### src/rtl/spi_master.sv
// spi_master: clock-synchronous SPI master for the team's SPI slave.
// Sends 10-bit command words ({opcode[1:0], payload[7:0]}) as framed serial
// transactions on SS_n/MOSI and, for rd-data frames (opcode 11), collects the
// 8-bit reply from MISO.
// Optional feature macro: SPI_MASTER_RDCHK_EN. When defined, rd-data commands
// issued without a preceding rd-addr frame are dropped and flagged on err.
//
// Command handshake: a command transfers on a rising edge where cmd_valid and
// cmd_ready are both high; cmd_ready is high only in IDLE. The producer holds
// cmd_valid and cmd_data stable until that edge. rd_valid and err are
// single-cycle pulses with no back-pressure.
module spi_master #(
  parameter int MISO_DLY = 2,
  parameter int IDLE_GAP = 1
) (
  input  logic       clk,
  input  logic       rst_n,
  input  logic       cmd_valid,
  output logic       cmd_ready,
  input  logic [9:0] cmd_data,
  output logic [7:0] rd_data,
  output logic       rd_valid,
  output logic       busy,
  output logic       err,
  output logic       SS_n,
  output logic       MOSI,
  input  logic       MISO,
  output logic [2:0] dbg_state
);

  typedef enum logic [2:0] {
    S_IDLE  = 3'd0,
    S_SEL   = 3'd1,
    S_SHIFT = 3'd2,
    S_WAIT  = 3'd3,
    S_READ  = 3'd4,
    S_GAP   = 3'd5
  } state_t;

  state_t     state;
  state_t     state_nx;
  logic [9:0] sh;        // outgoing command word, MSB presented on MOSI
  logic [1:0] op;        // opcode of the frame in flight
  logic [3:0] cnt;       // per-state cycle counter, cleared on every state change
  logic [6:0] rx;        // first seven MISO samples of a reply
  logic       cnt_last;  // counter at the terminal value of the current state
  logic       accept;
  logic       reject;    // accepted rd-data command that must not be sent

  assign accept    = (state == S_IDLE) && cmd_valid;
  assign dbg_state = state;

`ifdef SPI_MASTER_RDCHK_EN
  logic rd_pend;

  assign reject = accept && (cmd_data[9:8] == 2'b11) && !rd_pend;

  // Read-address-pending flag: set by a finished rd-addr frame, cleared by a finished rd-data frame.
  always_ff @(posedge clk or negedge rst_n) begin
    if (!rst_n) begin
      rd_pend <= 1'b0;
    end else if (state == S_SHIFT && cnt_last && op == 2'b10) begin
      rd_pend <= 1'b1;
    end else if (state == S_READ && cnt_last) begin
      rd_pend <= 1'b0;
    end
  end

  // Error pulse lands in the first GAP cycle of a dropped command.
  always_ff @(posedge clk or negedge rst_n) begin
    if (!rst_n) begin
      err <= 1'b0;
    end else begin
      err <= reject;
    end
  end
`else
  assign reject = 1'b0;
  assign err    = 1'b0;
`endif

  // Terminal count for the current state's counter.
  always_comb begin
    cnt_last = 1'b0;
    case (state)
      S_SHIFT: cnt_last = (cnt == 4'd9);
      S_WAIT:  cnt_last = (cnt == 4'(MISO_DLY - 1));
      S_READ:  cnt_last = (cnt == 4'd7);
      S_GAP:   cnt_last = (cnt == 4'(IDLE_GAP - 1));
      default: cnt_last = 1'b0;
    endcase
  end

  // State register; reset forces IDLE so SS_n rises asynchronously.
  always_ff @(posedge clk or negedge rst_n) begin
    if (!rst_n) begin
      state <= S_IDLE;
    end else begin
      state <= state_nx;
    end
  end

  // Next-state and link outputs decoded from the current state.
  always_comb begin
    state_nx  = state;
    cmd_ready = 1'b0;
    busy      = 1'b1;
    SS_n      = 1'b0;
    MOSI      = 1'b0;
    case (state)
      S_IDLE: begin
        cmd_ready = 1'b1;
        busy      = 1'b0;
        SS_n      = 1'b1;
        if (accept) begin
          state_nx = reject ? S_GAP : S_SEL;
        end
      end
      S_SEL: begin
        MOSI     = sh[9];
        state_nx = S_SHIFT;
      end
      S_SHIFT: begin
        MOSI = sh[9];
        if (cnt_last) begin
          state_nx = (op == 2'b11) ? S_WAIT : S_GAP;
        end
      end
      S_WAIT: begin
        if (cnt_last) begin
          state_nx = S_READ;
        end
      end
      S_READ: begin
        if (cnt_last) begin
          state_nx = S_GAP;
        end
      end
      S_GAP: begin
        SS_n = 1'b1;
        if (cnt_last) begin
          state_nx = S_IDLE;
        end
      end
      default: begin
        SS_n     = 1'b1;
        state_nx = S_IDLE;
      end
    endcase
  end

  // Cycle counter: restarts on each state change and holds at its terminal value.
  always_ff @(posedge clk or negedge rst_n) begin
    if (!rst_n) begin
      cnt <= 4'd0;
    end else if (state_nx != state) begin
      cnt <= 4'd0;
    end else if (!cnt_last && state != S_IDLE && state != S_SEL) begin
      cnt <= cnt + 4'd1;
    end
  end

  // Command latch, MOSI shifter and MISO reply capture.
  always_ff @(posedge clk or negedge rst_n) begin
    if (!rst_n) begin
      sh       <= 10'd0;
      op       <= 2'b00;
      rx       <= 7'd0;
      rd_data  <= 8'h00;
      rd_valid <= 1'b0;
    end else begin
      rd_valid <= 1'b0;
      if (accept) begin
        sh <= cmd_data;
        op <= cmd_data[9:8];
      end else if (state == S_SHIFT) begin
        sh <= {sh[8:0], 1'b0};
      end
      if (state == S_READ) begin
        rx <= {rx[5:0], MISO};
        if (cnt_last) begin
          rd_data  <= {rx, MISO};
          rd_valid <= 1'b1;
        end
      end
    end
  end

endmodule

### config.mk
export PLATFORM = sky130hd
export DESIGN_NAME = spi_master
export DESIGN_NICKNAME = d
export VERILOG_FILES = /design/src/rtl/spi_master.sv
export SDC_FILE = /design/constraint.sdc
export NUM_CORES = 1
export LEC_CHECK = 0
export CAP_MARGIN = 20
export CORE_MARGIN = 1
export CORE_UTILIZATION = 59
export CTS_BUF_LIST = sky130_fd_sc_hd__clkbuf_2
export CTS_CLUSTER_DIAMETER = 120
export DETAILED_ROUTE_END_ITERATION = 16
export DONT_BUFFER_PORTS = 1
export HOLD_SLACK_MARGIN = 0.03
export MAX_ROUTING_LAYER = met4
export PLACE_DENSITY = 0.78
export SLEW_MARGIN = 20
export SYNTH_ARGS = -nofsm -noshare
export SYNTH_HDL_FRONTEND = slang
export SYNTH_SLANG_ARGS = --single-unit
### constraint.sdc
create_clock -name clk -period 1.9 [get_ports clk]
set_input_delay 0.38 -clock clk [delete_from_list [all_inputs] [get_ports clk]]
set_output_delay 0.38 -clock clk [all_outputs]
set_load 0.05 [all_outputs]
==> out/metrics.csv, run 1 <==
metric;value;unit
violations;setup timing;
floorplan.initialDensity;62.7;%
setup_slack;-35.4;ps
clock.fmax;0.517;GHz
gr-usage-met1;34.2;%
p_per_area;1550;nW/um^2
end_kind;register;
antenna_left;0;
cts_tree;done;
cap_violations;0;
arrival;2190;ps
dp_slack;44.5;ps
ys_warn_count;0;
use_met3;6.51;%
areaGrowthSynthToFinish;23.0;%
cts_made_buffers;5;
ios;31;
finClkSkew;13.8;ps
ys_types;42;
crit_fanout;4;
antenna_found_initial;0;
fillers;191;
layout_min_cycle_time;1940;ps
drt_first_pass_iters;4;
hold_depth;2;
gp_congestion;0.869;
rsz0062_at_grt;yes;
groute.usage.overall;25.7;%
status;finished, violations left;
hold_viol_final;0;
clockRootBuffer;clkbuf_2;
antenna_cells;0;
die-width;56.1;um
cts.sinks;35;
drt-wirelength-per-cell;16.0;um
start_kind;register;
portBuffers;0;
insertion_delay;370;ps
worstSetupPathType;reg -> reg;
routed_wl;3.81;mm
core;2760;um^2
hp-class;in -> reg;
syn_avg_cell_area;9.60;um^2
critPathRequiredTime;2160;ps
htreeDepth;2;
vias_per_cell;5.82;
drv_slew;0;
synth_fp_nets;196;
drt_first_iter_violations;74;
path_clk_slew;170;ps
dieArea;3150;um^2
setup_tns;-40.3;ps
setup_viol;2;
synth_seq_cells;35;
grt_max_degree;36;
die_h;56.1;um
drive_above_1_share;28.5;%
fin_nets;222;
overflow;0;
netlist_instances;180;
final-instance-count-excl-fill;238;
netlist_area;1730;um^2
clk_path_buf_depth;2;
place_hpwl;2.38;mm
busiest_layer;met2;
row_count;19;
drcViolationCount;0;
post-route-period-util;102;%
vias;1385;
peakVddDrop;1.48;mV
ff2ff_path_depth;8;
dp_cells;220;
grt_pass1_vias;1319;
grt_first_pass_wirelength;6.04;mm
yosysSeqAreaShare;50.7;%
grtUsageMet2;38.4;%
power.leakage;1.06;nW
==> synth_stat cells, drive strengths merged <==
library cell | n | share of area (%)
mux2 | 9 | 5.9
nand3 | 2 | 0.58
dfrtp | 35 | 51
o22ai | 2 | 1.1
a21oi | 5 | 1.4
xor2 | 1 | 0.51
inv | 7 | 1.5
nor3 | 4 | 1.4
o21bai | 1 | 0.43
or3b | 2 | 1.0
buf | 5 | 1.7
ha | 2 | 1.4
o2bb2ai | 1 | 0.51
nor2 | 9 | 2.1
and3 | 1 | 0.36
or3 | 2 | 0.72
o2bb2a | 1 | 1.2
mux2i | 4 | 2.3
or2 | 1 | 0.36
o211ai | 2 | 0.87
nand2 | 46 | 10
a21o | 1 | 0.43
and3b | 1 | 0.51
a22oi | 8 | 3.5
xnor2 | 2 | 1.0
and2 | 1 | 0.36
nor4b | 1 | 0.51
a222oi | 1 | 0.58
conb | 1 | 0.22
clkbuf | 5 | 1.1
nand2b | 3 | 1.1
nor2b | 1 | 0.36
nand3b | 1 | 0.43
o21ai | 10 | 2.9
nor3b | 2 | 0.87
==> cells by family after synthesis <==
logic type / Yosys count / share of synthesized area, %
fa+ha+maj: 2 / 1.45
other cells: 1 / 0.217
mux: 13 / 8.18
compound gates: 32 / 12.9
flops: 35 / 50.7
simple gates: 77 / 20.7
xor+xnor: 3 / 1.52
buf+inv: 17 / 4.34
==> final timing paths <==
| check | startpoint | endpoint | slack (ps) |
|---|---|---|---|
| setup reg to reg | dbg_state[2] | cnt[1] | -40 |
| hold reg to reg | rx[6] | rd_data[7] | 510 |
| min in group asynchronous | rst_n | rd_data[4] | 430 |
| hold / removal | MISO | rd_data[0] | 90 |
| max in group asynchronous | rst_n | cnt[1] | 1270 |
| setup / recovery | dbg_state[2] | cnt[1] | -40 |
==> final cells by class <==
type                    instances  area [um^2]  area share, %
well taps                      31         38.8           1.83
clock buffers                   5         25.0           1.18
flip-flops and latches         35          881           41.5
repair buffers                 29          263           12.4
clock inverters                 3         38.8           1.83
inverters                       7         28.8           1.35
multi-input cells             128          850           40.0
==> what timing repair did <==
item / CTS / global route
hold buffers: 2 / 0
endpoints found under the setup margin: 3 / 18
cloned: 0 / 0
setup buffers: 5 / 4
pin swaps: 2 / 5
gates resized for setup: 6 / 17
endpoints found under the hold margin: 35 / 0
==> per-stage QoR <==
stage	cell area, um^2	utilization [%]	hold slack, ps	total power (W)
after global placement	1880	68.2	85.4	0.00247
after detailed placement	1880	68.2	85.1	0.00253
final	2120	77.0	93.0	0.00330
after CTS	2040	73.8	79.2	0.00310
after floorplan	1750	-	84.4	0.00211
after global routing	2120	77.0	47.2	0.00350
==> worst max-delay path, stage by stage (launching register included) <==
cell and delay [ps]:
dfrtp_2 450, buf_4 160, buf_4 150, nor3_2 160
o211ai_1 110, a222oi_1 360, buf_4 200, mux2i_1 190
nor2_1 60
==> where the power goes <==
| part | switching (W) | leakage, nW | total (W) | internal (W) |
|---|---|---|---|---|
| Sequential | 0.000147 | 0.453 | 0.00109 | 0.000940 |
| Clock | 0.000239 | 0.0404 | 0.000456 | 0.000217 |
| Combinational | 0.000977 | 0.563 | 0.00176 | 0.000780 |
==> registers in the layout, indices dropped and copies added, names as in the netlist <==
register   flops
rx             7
op             2
cnt            4
rd_data        8
rd_valid       1
dbg_state      3
sh            10
==> cells in the final DEF, fill, tap and decap left out, types with 2 or more instances in the layout <==
cell type | netlist | final
a21oi_1 | 5 | 4
nor2_1 | 8 | 7
a22oi_1 | 8 | 8
inv_1 | 5 | 3
nand2_1 | 46 | 44
mux2i_1 | 4 | 4
buf_6 | 0 | 2
dfrtp_2 | 0 | 4
buf_8 | 0 | 3
ha_1 | 2 | 2
dfrtp_1 | 35 | 31
clkbuf_2 | 0 | 5
inv_2 | 2 | 3
mux2_1 | 9 | 9
xnor2_1 | 2 | 2
nand2b_1 | 3 | 3
nand3_1 | 2 | 2
nor3_1 | 3 | 3
o211ai_1 | 2 | 2
o21ai_0 | 5 | 4
o21ai_1 | 5 | 6
buf_4 | 2 | 22
==> layer usage <==
metal,part of all wire (%),wire (um)
met1,43,1630
met5,0,0
met4,2.4,92
met3,5.1,196
met2,50,1900
Power figures use the tool's default switching activity.
==> inputs of run 2 (changes only) <==
--- a/config.mk
+++ b/config.mk
@@ -6,6 +6,7 @@
 export NUM_CORES = 1
 export LEC_CHECK = 0
 export CAP_MARGIN = 20
+export CORE_ASPECT_RATIO = 0.6
 export CORE_MARGIN = 1
 export CORE_UTILIZATION = 59
 export CTS_BUF_LIST = sky130_fd_sc_hd__clkbuf_2
==> out/metrics.csv, run 2 (synthesis results as in run 1) <==
metric;value;unit;change
status;finished, violations left;;unchanged
violations;setup timing;;unchanged
die_h;43.9;um;was 56.1 um
cts_made_buffers;5;;unchanged
drcViolationCount;0;;unchanged
vias;1417;;was 1385
crit_fanout;4;;unchanged
gp_congestion;0.899;;was 0.869
arrival;1600;ps;was 2190 ps
largest_reg_flops;10;;unchanged
post-route-period-util;104;%;was 102%
floorplan.initialDensity;65.3;%;was 62.7%
row_count;14;;was 19
critPathRequiredTime;1520;ps;was 2160 ps
worstSetupPathType;reg -> out;;was reg -> reg
setup_tns;-90.5;ps;was -40.3 ps
final_cell_mix;nand2_1 (45), dfrtp_1 (31), buf_4 (18);;was nand2_1 (44), dfrtp_1 (31), buf_4 (22)
drv_slew;0;;unchanged
grt_pass1_vias;1297;;was 1319
peakVddDrop;0.833;mV;was 1.48 mV
antenna_cells;0;;unchanged
dp_slack;45.3;ps;was 44.5 ps
die-width;71.9;um;was 56.1 um
cap_violations;0;;unchanged
final_common_cell;nand2_1;;unchanged
insertion_delay;380;ps;was 370 ps
setup_slack;-81.9;ps;was -35.4 ps
vias_per_cell;5.74;;was 5.82
rsz0062_at_grt;yes;;unchanged
layout_min_cycle_time;1980;ps;was 1940 ps
dieArea;3160;um^2;was 3150 um^2
groute.usage.overall;28.3;%;was 25.7%
clock.fmax;0.505;GHz;was 0.517 GHz
finClkSkew;2.65;ps;was 13.8 ps
clk_path_buf_depth;2;;unchanged
antenna_found_initial;0;;unchanged
drive_above_1_share;26.1;%;was 28.5%
antenna_left;0;;unchanged
p_per_area;1520;nW/um^2;was 1550 nW/um^2
grt_first_pass_wirelength;6.27;mm;was 6.04 mm
hold_viol_final;0;;unchanged
drt_first_pass_iters;4;;unchanged
portBuffers;0;;unchanged
routed_wl;3.96;mm;was 3.81 mm
setup_viol;2;;unchanged
top_regs;sh (10), rd_data (8), rx (7);;unchanged
regMostFlops;sh;;unchanged
start_kind;register;;unchanged
drt_first_iter_violations;102;;was 74
core;2650;um^2;was 2760 um^2
overflow;0;;unchanged
grt_max_degree;36;;unchanged
path_clk_slew;190;ps;was 170 ps
place_area;1910;um^2;was 1880 um^2
power.leakage;1.05;nW;was 1.06 nW
cts.sinks;35;;unchanged
hp-class;in -> reg;;unchanged
clockRootBuffer;clkbuf_2;;unchanged
final_cell_area;2140;um^2;was 2120 um^2
cts_tree;done;;unchanged
htreeDepth;2;;unchanged
ios;31;;unchanged
place_hpwl;2.66;mm;was 2.38 mm
fin_nets;222;;unchanged
areaGrowthSynthToFinish;23.6;%;was 23.0%
end_kind;output pin;;was register
drt-wirelength-per-cell;16.0;um;about the same
==> run 2: cell types whose count changed in the layout (fill, tap and decap cells not counted), sizes merged <==
| cell | change |
|---|---|
| bufinv | -1 |
| clkinvlp | +1 |
==> run 2: path summary, 6_finish.rpt <==
| check | startpoint | to | slack (ps) | depth (start not counted) |
|---|---|---|---|---|
| worst max register to register | cnt[1] | cnt[0] | 50 | 9 |
| worst min-delay path | MISO | rd_data[0] | 80 | 2 |
| worst max-delay path | dbg_state[0] | MOSI | -80 | 5 |
| min in group asynchronous | rst_n | rx[5] | 410 | 2 |
| max in group asynchronous | rst_n | dbg_state[1] | 1310 | 2 |
| worst min register to register | rx[6] | rd_data[7] | 500 | 2 |
==> run 2: metal layers <==
layer | global-route usage (%) | wire, um
met5 | - | 0
met4 | 7.84 | 25
met3 | 7.44 | 286
met2 | 40.2 | 1790
met1 | 40.5 | 1860
==> run 2: final cells by class <==
cell class	instances	area, um^2
Sequential cell	35	881
Multi-Input combinational cell	128	835
Fill cell	169	509
Timing Repair Buffer	29	297
Tap cell	40	50.0
Inverter	7	28.8
Clock buffer	5	25.0
Clock inverter	3	20.0
==> run 2: metrics by stage <==
| stage | utilization (%) | total power, W | hold slack [ps] | std cells |
|---|---|---|---|---|
| 6_report | 80.7 | 0.00324 | 82.5 | 247 |
| 3_3_place_gp | 72.3 | 0.00252 | 84.9 | 230 |
| 5_1_grt | 80.7 | 0.00342 | 53.1 | 247 |
| 2_1_floorplan | - | 0.00211 | 84.4 | 180 |
| 3_5_place_dp | 72.3 | 0.00258 | 84.8 | 230 |
| 4_1_cts | 78.8 | 0.00309 | 73.9 | 246 |
==> run 2: timing repair <==
| action | 4_1_cts | 5_1_grt |
|---|---|---|
| hold endpoints to repair | 35 | 0 |
| buffers inserted | 6 | 1 |
| endpoints found under the setup margin | 2 | 19 |
| hold buffers | 2 | 0 |
| pin swaps | 2 | 4 |
| resized for setup | 9 | 10 |
==> run 2: power by group <==
| group | total, W | switching [W] | internal, W |
|---|---|---|---|
| Clock | 0.000354 | 0.000266 | 0.0000884 |
| Sequential | 0.00110 | 0.000163 | 0.000939 |
| Combinational | 0.00178 | 0.000973 | 0.000808 |
| Total | 0.00324 | 0.00140 | 0.00184 |
==> run 2: critical path, stage by stage (launching register included) <==
cell and delay [ps]:
dfrtp_2 470, buf_12 140, buf_12 140, xor2_1 140, and3_1 190, buf_6 150
